File: config.mk
export PLATFORM = sky130hd
export DESIGN_NAME = mem_arbiter_flat
export DESIGN_NICKNAME = d
export VERILOG_FILES = /design/src/rtl/mem_arbiter_pkg.sv /design/src/rtl/mem_arbiter_if.sv /design/src/rtl/mem_arb_starve.sv /design/src/rtl/mem_arbiter.sv /design/src/flat_wrapper.sv
export SDC_FILE = /design/constraint.sdc
export NUM_CORES = 1
export LEC_CHECK = 0
export ABC_AREA = 1
export BUFFER_PORTS_ARGS = -buffer_cell sky130_fd_sc_hd__buf_2
export CORE_MARGIN = 4
export CORE_UTILIZATION = 41
export DETAILED_ROUTE_END_ITERATION = 8
export PLACE_DENSITY = 0.75
export SLEW_MARGIN = 40
export SYNTH_ARGS = -nofsm -noshare
export SYNTH_HDL_FRONTEND = slang
export SYNTH_HIERARCHICAL = 1
export SYNTH_SLANG_ARGS = --single-unit
File: constraint.sdc
create_clock -name clk -period 2.1 [get_ports clk]
set_input_delay 0.21 -clock clk [delete_from_list [all_inputs] [get_ports clk]]
set_output_delay 0.21 -clock clk [all_outputs]
set_load 0.01 [all_outputs]
File: src/rtl/mem_arbiter_pkg.sv
// Shared types and constants for the kanade32 instruction/data memory arbiter.
package mem_arbiter_pkg;

  localparam int unsigned ADDR_W   = 32;
  localparam int unsigned DATA_W   = 32;
  localparam int unsigned STARVE_W = 4;

  localparam logic [DATA_W-1:0] TIMEOUT_RDATA = 32'hDEADBEEF;

  typedef enum logic [1:0] {
    MARB_IDLE = 2'd0,
    MARB_BUSY = 2'd1,
    MARB_RESP = 2'd2
  } marb_state_e;

  typedef enum logic {
    MARB_ID_IF = 1'b0,
    MARB_ID_D  = 1'b1
  } marb_id_e;

  // Request latched at grant time and presented on the memory port.
  typedef struct packed {
    logic              we;
    logic [ADDR_W-1:0] addr;
    logic [DATA_W-1:0] wdata;
  } marb_txn_t;

endpackage

File: src/rtl/mem_arbiter_if.sv
// Fetch, data-stage and memory-port handshake bundle; slave is the arbiter side.
interface mem_arbiter_if #(
  parameter int unsigned ADDR_W = mem_arbiter_pkg::ADDR_W,
  parameter int unsigned DATA_W = mem_arbiter_pkg::DATA_W
);

  logic              if_req;
  logic [ADDR_W-1:0] if_addr;
  logic [DATA_W-1:0] if_rdata;
  logic              if_ack;

  logic              d_req;
  logic              d_we;
  logic [ADDR_W-1:0] d_addr;
  logic [DATA_W-1:0] d_wdata;
  logic [DATA_W-1:0] d_rdata;
  logic              d_ack;

  logic              mem_req;
  logic              mem_we;
  logic [ADDR_W-1:0] mem_addr;
  logic [DATA_W-1:0] mem_wdata;
  logic [DATA_W-1:0] mem_rdata;
  logic              mem_ack;

  modport slave (
    input  if_req, if_addr, d_req, d_we, d_addr, d_wdata, mem_rdata, mem_ack,
    output if_rdata, if_ack, d_rdata, d_ack, mem_req, mem_we, mem_addr, mem_wdata
  );

  modport master (
    output if_req, if_addr, d_req, d_we, d_addr, d_wdata, mem_rdata, mem_ack,
    input  if_rdata, if_ack, d_rdata, d_ack, mem_req, mem_we, mem_addr, mem_wdata
  );

endinterface

File: src/rtl/mem_arb_starve.sv
// Grant select (data priority) with a saturating fetch-starvation counter.
module mem_arb_starve
  import mem_arbiter_pkg::*;
#(
  parameter int unsigned STARVE_MAX = 4
) (
  input  logic     clk,
  input  logic     rst,
  input  logic     if_req,
  input  logic     d_req,
  input  logic     grant_en,
  output marb_id_e grant_id_c
);

  logic [STARVE_W-1:0] cnt_q;
  logic [STARVE_W-1:0] cnt_d;
  logic                fetch_due;

  // Fetch wins when alone or once data has been granted STARVE_MAX times over it.
  always_comb begin
    fetch_due  = (cnt_q == STARVE_W'(STARVE_MAX));
    grant_id_c = (if_req && (!d_req || fetch_due)) ? MARB_ID_IF : MARB_ID_D;
    cnt_d      = cnt_q;
    if (grant_en && (if_req || d_req)) begin
      if (grant_id_c == MARB_ID_D && if_req) begin
        cnt_d = cnt_q + STARVE_W'(1);
      end else begin
        cnt_d = '0;
      end
    end
  end

  always_ff @(posedge clk) begin
    if (rst) begin
      cnt_q <= '0;
    end else begin
      cnt_q <= cnt_d;
    end
  end

endmodule

File: src/rtl/mem_arbiter.sv
// Shares one memory port between fetch and the data stage, one transaction at a time.
// Optional BUSY timeout with sticky err is enabled by KANADE_MEM_ARB_TIMEOUT_EN.
module mem_arbiter
  import mem_arbiter_pkg::*;
#(
  parameter int unsigned STARVE_MAX = 4
`ifdef KANADE_MEM_ARB_TIMEOUT_EN
  ,
  parameter int unsigned TIMEOUT_CYC = 255
`endif
) (
  input  logic            clk,
  input  logic            rst,
  mem_arbiter_if.slave    bus,
  output logic            busy,
  output logic            err
);

`ifdef KANADE_MEM_ARB_TIMEOUT_EN
  localparam int unsigned TMO_W = $clog2(TIMEOUT_CYC + 1);
`endif

  marb_state_e       state_q, state_d;
  marb_id_e          winner_q, winner_d;
  marb_id_e          grant_id_c;
  marb_txn_t         txn_q, txn_d;
  logic              mem_req_q, mem_req_d;
  logic [DATA_W-1:0] if_rdata_q, if_rdata_d;
  logic [DATA_W-1:0] d_rdata_q, d_rdata_d;
  logic              if_ack_q, if_ack_d;
  logic              d_ack_q, d_ack_d;
  logic              busy_q, busy_d;
  logic              resp_fire;
  logic [DATA_W-1:0] resp_data;
`ifdef KANADE_MEM_ARB_TIMEOUT_EN
  logic [TMO_W-1:0]  tmo_q, tmo_d;
  logic              err_q, err_d;
`endif

  mem_arb_starve #(
    .STARVE_MAX (STARVE_MAX)
  ) u_starve (
    .clk        (clk),
    .rst        (rst),
    .if_req     (bus.if_req),
    .d_req      (bus.d_req),
    .grant_en   (state_q == MARB_IDLE),
    .grant_id_c (grant_id_c)
  );

  // Next-state and registered-output logic.
  always_comb begin
    state_d    = state_q;
    winner_d   = winner_q;
    txn_d      = txn_q;
    mem_req_d  = mem_req_q;
    if_rdata_d = if_rdata_q;
    d_rdata_d  = d_rdata_q;
    if_ack_d   = 1'b0;
    d_ack_d    = 1'b0;
    resp_fire  = 1'b0;
    resp_data  = bus.mem_rdata;
`ifdef KANADE_MEM_ARB_TIMEOUT_EN
    tmo_d      = tmo_q;
    err_d      = err_q;
`endif

    case (state_q)
      MARB_IDLE: begin
        if (bus.if_req || bus.d_req) begin
          winner_d  = grant_id_c;
          state_d   = MARB_BUSY;
          mem_req_d = 1'b1;
          if (grant_id_c == MARB_ID_IF) begin
            txn_d.we    = 1'b0;
            txn_d.addr  = bus.if_addr;
            txn_d.wdata = '0;
          end else begin
            txn_d.we    = bus.d_we;
            txn_d.addr  = bus.d_addr;
            txn_d.wdata = bus.d_wdata;
          end
`ifdef KANADE_MEM_ARB_TIMEOUT_EN
          tmo_d = '0;
`endif
        end
      end

      MARB_BUSY: begin
        if (bus.mem_ack) resp_fire = 1'b1;
`ifdef KANADE_MEM_ARB_TIMEOUT_EN
        else if (tmo_q == TMO_W'(TIMEOUT_CYC - 1)) begin
          resp_fire = 1'b1;
          resp_data = TIMEOUT_RDATA;
          err_d     = 1'b1;
        end else begin
          tmo_d = tmo_q + TMO_W'(1);
        end
`endif
        // Write completions latch read data too; requesters ignore it.
        if (resp_fire) begin
          mem_req_d = 1'b0;
          state_d   = MARB_RESP;
          if (winner_q == MARB_ID_IF) begin
            if_rdata_d = resp_data;
            if_ack_d   = 1'b1;
          end else begin
            d_rdata_d  = resp_data;
            d_ack_d    = 1'b1;
          end
        end
      end

      MARB_RESP: state_d = MARB_IDLE;

      default: state_d = MARB_IDLE;
    endcase

    busy_d = (state_d != MARB_IDLE);
  end

  always_ff @(posedge clk) begin
    if (rst) begin
      state_q    <= MARB_IDLE;
      winner_q   <= MARB_ID_IF;
      txn_q      <= '0;
      mem_req_q  <= 1'b0;
      if_rdata_q <= '0;
      d_rdata_q  <= '0;
      if_ack_q   <= 1'b0;
      d_ack_q    <= 1'b0;
      busy_q     <= 1'b0;
`ifdef KANADE_MEM_ARB_TIMEOUT_EN
      tmo_q      <= '0;
      err_q      <= 1'b0;
`endif
    end else begin
      state_q    <= state_d;
      winner_q   <= winner_d;
      txn_q      <= txn_d;
      mem_req_q  <= mem_req_d;
      if_rdata_q <= if_rdata_d;
      d_rdata_q  <= d_rdata_d;
      if_ack_q   <= if_ack_d;
      d_ack_q    <= d_ack_d;
      busy_q     <= busy_d;
`ifdef KANADE_MEM_ARB_TIMEOUT_EN
      tmo_q      <= tmo_d;
      err_q      <= err_d;
`endif
    end
  end

  assign bus.if_rdata  = if_rdata_q;
  assign bus.if_ack    = if_ack_q;
  assign bus.d_rdata   = d_rdata_q;
  assign bus.d_ack     = d_ack_q;
  assign bus.mem_req   = mem_req_q;
  assign bus.mem_we    = txn_q.we;
  assign bus.mem_addr  = txn_q.addr;
  assign bus.mem_wdata = txn_q.wdata;
  assign busy          = busy_q;
`ifdef KANADE_MEM_ARB_TIMEOUT_EN
  assign err           = err_q;
`else
  assign err           = 1'b0;
`endif

endmodule

File: src/flat_wrapper.sv
// flat-port wrapper written by rule: the top's interface ports become plain ports
module mem_arbiter_flat import mem_arbiter_pkg::*;
#(
  parameter int unsigned STARVE_MAX = 4

)
  (clk, rst, busy, err, bus_if_req, bus_if_addr, bus_d_req, bus_d_we, bus_d_addr, bus_d_wdata, bus_mem_rdata, bus_mem_ack, bus_if_rdata, bus_if_ack, bus_d_rdata, bus_d_ack, bus_mem_req, bus_mem_we, bus_mem_addr, bus_mem_wdata);
  mem_arbiter_if bus_i ();
  input  logic clk;
  input  logic rst;
  output logic busy;
  output logic err;
  input wire logic [$bits(bus_i.if_req)-1:0] bus_if_req;
  input wire logic [$bits(bus_i.if_addr)-1:0] bus_if_addr;
  input wire logic [$bits(bus_i.d_req)-1:0] bus_d_req;
  input wire logic [$bits(bus_i.d_we)-1:0] bus_d_we;
  input wire logic [$bits(bus_i.d_addr)-1:0] bus_d_addr;
  input wire logic [$bits(bus_i.d_wdata)-1:0] bus_d_wdata;
  input wire logic [$bits(bus_i.mem_rdata)-1:0] bus_mem_rdata;
  input wire logic [$bits(bus_i.mem_ack)-1:0] bus_mem_ack;
  output wire logic [$bits(bus_i.if_rdata)-1:0] bus_if_rdata;
  output wire logic [$bits(bus_i.if_ack)-1:0] bus_if_ack;
  output wire logic [$bits(bus_i.d_rdata)-1:0] bus_d_rdata;
  output wire logic [$bits(bus_i.d_ack)-1:0] bus_d_ack;
  output wire logic [$bits(bus_i.mem_req)-1:0] bus_mem_req;
  output wire logic [$bits(bus_i.mem_we)-1:0] bus_mem_we;
  output wire logic [$bits(bus_i.mem_addr)-1:0] bus_mem_addr;
  output wire logic [$bits(bus_i.mem_wdata)-1:0] bus_mem_wdata;
  assign bus_i.if_req = bus_if_req;
  assign bus_i.if_addr = bus_if_addr;
  assign bus_i.d_req = bus_d_req;
  assign bus_i.d_we = bus_d_we;
  assign bus_i.d_addr = bus_d_addr;
  assign bus_i.d_wdata = bus_d_wdata;
  assign bus_i.mem_rdata = bus_mem_rdata;
  assign bus_i.mem_ack = bus_mem_ack;
  assign bus_if_rdata = bus_i.if_rdata;
  assign bus_if_ack = bus_i.if_ack;
  assign bus_d_rdata = bus_i.d_rdata;
  assign bus_d_ack = bus_i.d_ack;
  assign bus_mem_req = bus_i.mem_req;
  assign bus_mem_we = bus_i.mem_we;
  assign bus_mem_addr = bus_i.mem_addr;
  assign bus_mem_wdata = bus_i.mem_wdata;
  mem_arbiter #(.STARVE_MAX(STARVE_MAX)) u_core (.clk(clk), .rst(rst), .bus(bus_i), .busy(busy), .err(err));
endmodule
Word-level counts from Yosys, hierarchy flattened. Cells that the tools add are included.

Bits of input ports: 134. Output and inout port bits: 134. Register bits after elaboration: 140.

Multiplexer cells: 13. Reductions and logical operators: 14. Equality and inequality tests: 4. Add/sub/neg operators: 1. Bitwise operators: 3.

Operators by type and width (count): 2-to-1 mux 65 bit (1); AND reduction 3 bit (3); 2-to-1 mux 1 bit (7); adder 4 x 1 -> 4 bit, second input constant (1); == test 4 x 3 -> 1 bit, second input constant (1); 2-to-1 mux 2 bit (2); 2-to-1 mux 4 bit (1); inequality test 2 x 1 -> 1 bit, second input constant (2); case mux 2 bit (2 select lines) (1); nonzero test 2 bit (2); logical AND 1 bit (3); NOT 1 bit (3); OR reduction 3 bit (1); == test 2 x 1 -> 1 bit, second input constant (1); zero test 2 bit (1); logical OR 1 bit (2); case mux 1 bit (2 select lines) (1); AND reduction 2 bit (1); zero test 1 bit (1).

Depth between registers and ports, before layout.
Depth after elaboration: 6. Gate-level depth with buffers: 12. Depth with buffers taken out: 9.

Modules after synthesis. The synthesis kept the hierarchy.

By module, submodules not included: mem_arbiter (instances 1, sequential area each 2722.6 µm², cells each 934, area an instance 5990.7 µm²); mem_arb_starve (instances 1, sequential area each 80.1 µm², cells each 44, area an instance 272.8 µm²).

Least setup slack after synthesis. No wires, ideal clock.

Kind: register to register. Start: register u_core.u_starve.cnt_q[0]. End: register u_core.txn_q (netlist bit u_core/bus.mem_addr[5]). Slack: 521 ps. Path buffers: 3. Period minus slack after synthesis: 1579 ps. Arrival: 1466 ps. Stages on the path, launching flop included: 12. Path through: dfxtp_1 -> inv_1 -> ha_1 -> nand3_1 -> nand2_1 -> nand2_1 -> buf_2 -> buf_2 -> buf_2 -> o21ai_0 -> nor2_1 -> nor2_1.

Word-level cells in the longest chain between the ends: 4.

Ends and longest elaborated chain: start, declared (RTL line mem_arb_starve.sv:15) `logic [STARVE_W-1:0] cnt_q;`; start signal, assigned (RTL line mem_arb_starve.sv:37) `cnt_q <= cnt_d;`; == test 4 x 3 -> 1 bit (RTL line mem_arb_starve.sv:21) `fetch_due = (cnt_q == STARVE_W'(STARVE_MAX));`; logical OR 1 bit (RTL line mem_arb_starve.sv:22) `grant_id_c = (if_req && (!d_req || fetch_due)) ? MARB_ID_IF : MARB_ID_D;`; logical AND 1 bit (RTL line mem_arb_starve.sv:22); 2-to-1 mux 65 bit (RTL line mem_arbiter.sv:74) `if (grant_id_c == MARB_ID_IF) begin`; end signal, assigned (RTL line mem_arbiter.sv:140) `txn_q <= txn_d;`; end, declared (RTL line mem_arbiter.sv:26) `marb_txn_t txn_q, txn_d;`.

Every way passes these cells. A chain may end at the register's enable or synchronous reset.

Worst setup path after layout.
Start: register u_core.u_starve.cnt_q[0]. End: register u_core.txn_q (netlist bit u_core/bus.mem_wdata[29]).

The elaborated chain is that of the path after synthesis.

==> qor.yml <==
run_status:
  status: "finished clean"
power:
  power_density_nw_per_um2: 850
  intPower_mw: 5.13
  p_seq_frac: 0.418
  p_comb_frac: 0.171
  vdd_drop_max_mv: 0.571
  pwr-share-clk: 0.411
  switchingPower_mw: 1.92
  leakage_nw: 4.71
  total_power_mw: 7.05
  p_sw_frac: 0.272
global_routing:
  grt_max_degree: 65
  track_usage: 0.188
  grt_pass1_wl_mm: 27.2
  grt-ovfl-total: 0
  antenna_found_initial: 2
  grt_pass1_vias: 5605
clocking:
  cts.path.max_buffers: 2
  cts-htree-levels: 4
  cts_made_buffers: 17
  worstSkewPairLatency_ps: 410
  cts_resized: 0
  clk_pin_slew_ps: 60
  cts_tree: "built"
  postCtsSetupRepairBufs: 0
  cts-hold-fix-buffers: 0
  clockRootBuffer: "clkbuf_16"
  clock_sinks: 140
worst_setup_path:
  crit_path_end_kind: "flop"
  path_class: "flop to flop"
  cp.required_ps: 2430
  cp_max_fo: 49
  cp.arrival_ps: 1980
  cp-start-kind: "flop"
yosys:
  avgSynthCellArea_sq_um: 6.40
  syn_nets: 1114
  synth_area_sq_um: 6260
  ys_warn_count: 6
  yosys.cell_types.count: 21
  netlist_instances: 978
  seq_area_frac_synth: 0.447
  ys_ff_latch: 140
floorplan:
  die_x_um: 132
  ios: 268
  core-area_sq_um: 14800
  row_count: 44
  dieArea_sq_um: 17300
  die_h_um: 132
  start_util: 0.425
finish:
  final_common_cell: "nand2_1"
  area_growth_syn_to_layout_pct: 32.5
  fillCellCount: 1490
  drive_above_1_share: 0.263
  antenna_cells: 0
  final_net_count: 1358
  final_cell_mix: "278 x nand2_1, 266 x buf_2, 201 x nor2_1"
drt:
  drc_errors: 0
  drtIter0Drc: 313
  viasPerCell: 4.46
  wirelength_mm: 16.8
  ant_nets: 0
  vias: 6322
  drt-wirelength-per-cell_um: 11.9
  firstDrtPassIters: 4
timing:
  period_needed_ps: 1650
  rsz0062_at_grt: "no"
  post-route-period-util: 0.786
  fin_ws_ps: 448
  clock_skew_ps: 11.5
  slew_viol_final: 0
  fmax_mhz: 605
  finalSetupViolCount: 0
  hold_viol: 0
  timing.setup.tns_ps: 0
place:
  dp_slack_ps: 450
  port_buffers: 266
  dp_hpwl_mm: 12.0
  gp_congestion: 0.809
job:
  drv_cap: 0
min_path:
  hold_class: "input port to flop"
Yosys cell counts:
library cell | instances | area, sq um
nand2_1 | 279 | 1050
nor2_1 | 202 | 758
inv_1 | 146 | 548
dfxtp_1 | 140 | 2800
nand3_1 | 70 | 350
a21oi_1 | 35 | 175
buf_2 | 34 | 170
o21ai_0 | 32 | 160
clkbuf_1 | 13 | 48.8
buf_4 | 4 | 30.0
nand2_2 | 4 | 25.0
buf_1 | 3 | 11.3
buf_6 | 3 | 33.8
nor2_4 | 3 | 33.8
ha_1 | 2 | 25.0
inv_2 | 2 | 7.51
nor2_2 | 2 | 12.5
conb_1 | 1 | 3.75
nand4_1 | 1 | 6.26
o21ai_1 | 1 | 5.00
xor2_1 | 1 | 8.76
layout make-up:
class / count / area [sq um] / share of cell area
timing repair buffer: 282 / 1510 / 0.182
multi-input combinational: 633 / 2620 / 0.316
clock inverter: 11 / 120 / 0.0145
tap: 184 / 230 / 0.0277
sequential: 140 / 2800 / 0.338
inverter: 148 / 556 / 0.0669
clock buffer: 20 / 457 / 0.0550
logic make-up after synthesis:
| logic type | after synthesis | synth area share |
|---|---|---|
| and+or+nand+nor | 561 | 0.357 |
| buffers and inverters | 205 | 0.136 |
| DFF | 140 | 0.447 |
| AOI/OAI and AO/OA | 68 | 0.0543 |
| adders and majority gates | 2 | 0.00399 |
| xor gates and xnor gates | 1 | 0.00140 |
| other | 1 | 0.000599 |
metrics by stage:
step                cells  cell area, sq um   util  hold slack, ps
floorplan             978              6260      -             365
global placement     1387              7720  0.523             446
detailed placement   1387              7720  0.523             450
finish               1418              8300  0.563             115
global route         1418              8300  0.563             128
CTS                  1418              8300  0.563            98.4
power groups by stage:
| stage | logic, mW | registers, mW | clock network [mW] |
|---|---|---|---|
| after floorplan | 0.652 | 3.09 | 0 |
| after global placement | 1.21 | 3.00 | 0 |
| after detailed placement | 1.22 | 3.00 | 0 |
| after CTS | 1.22 | 2.95 | 2.97 |
| after global routing | 1.37 | 2.97 | 3.10 |
| final | 1.21 | 2.95 | 2.90 |
flip-flops by register name, summed over array words and instances (netlist names):
| register | cells |
|---|---|
| u_core/bus.mem_wdata | 32 |
| u_core/bus.d_ack | 1 |
| u_core/bus.d_rdata | 32 |
| u_core/bus.if_rdata | 32 |
| u_core/state_q | 2 |
| u_core/bus.mem_req | 1 |
| u_core/bus.if_ack | 1 |
| u_core/busy | 1 |
| u_core/u_starve/cnt_q | 4 |
| u_core/winner_q | 1 |
| u_core/bus.mem_we | 1 |
| u_core/bus.mem_addr | 32 |
routing by layer:
metal	global-route usage	up-vias	share of wire
met5	0	-	0.0012
met4	0.0543	4	0.010
met3	0.0703	19	0.095
met2	0.300	230	0.46
met1	0.238	2694	0.43
li1	-	3375	-
worst max-delay path: stages (launching register included):
cell and delay [ps]:
dfxtp_1 360, inv_1 70, ha_1 190, nand3_1 100, nand2_1 70, nand2_2 170
buf_12 240, nand2_1 80, inv_1 60, nand3_1 60, a21oi_1 160
final timing paths:
| check | from | end | slack (ps) | depth (start not counted) |
|---|---|---|---|---|
| worst max-delay path | u_core/u_starve/cnt_q[0] | u_core/bus.mem_wdata[29] | 450 | 10 |
| worst min register to register | u_core/bus.mem_req | u_core/bus.mem_req | 460 | 2 |
| worst min-delay path | bus_mem_rdata[24] | u_core/bus.d_rdata[24] | 120 | 5 |
| worst max register to register | u_core/u_starve/cnt_q[0] | u_core/bus.mem_wdata[29] | 450 | 10 |
(Power assumes the default switching activity.)
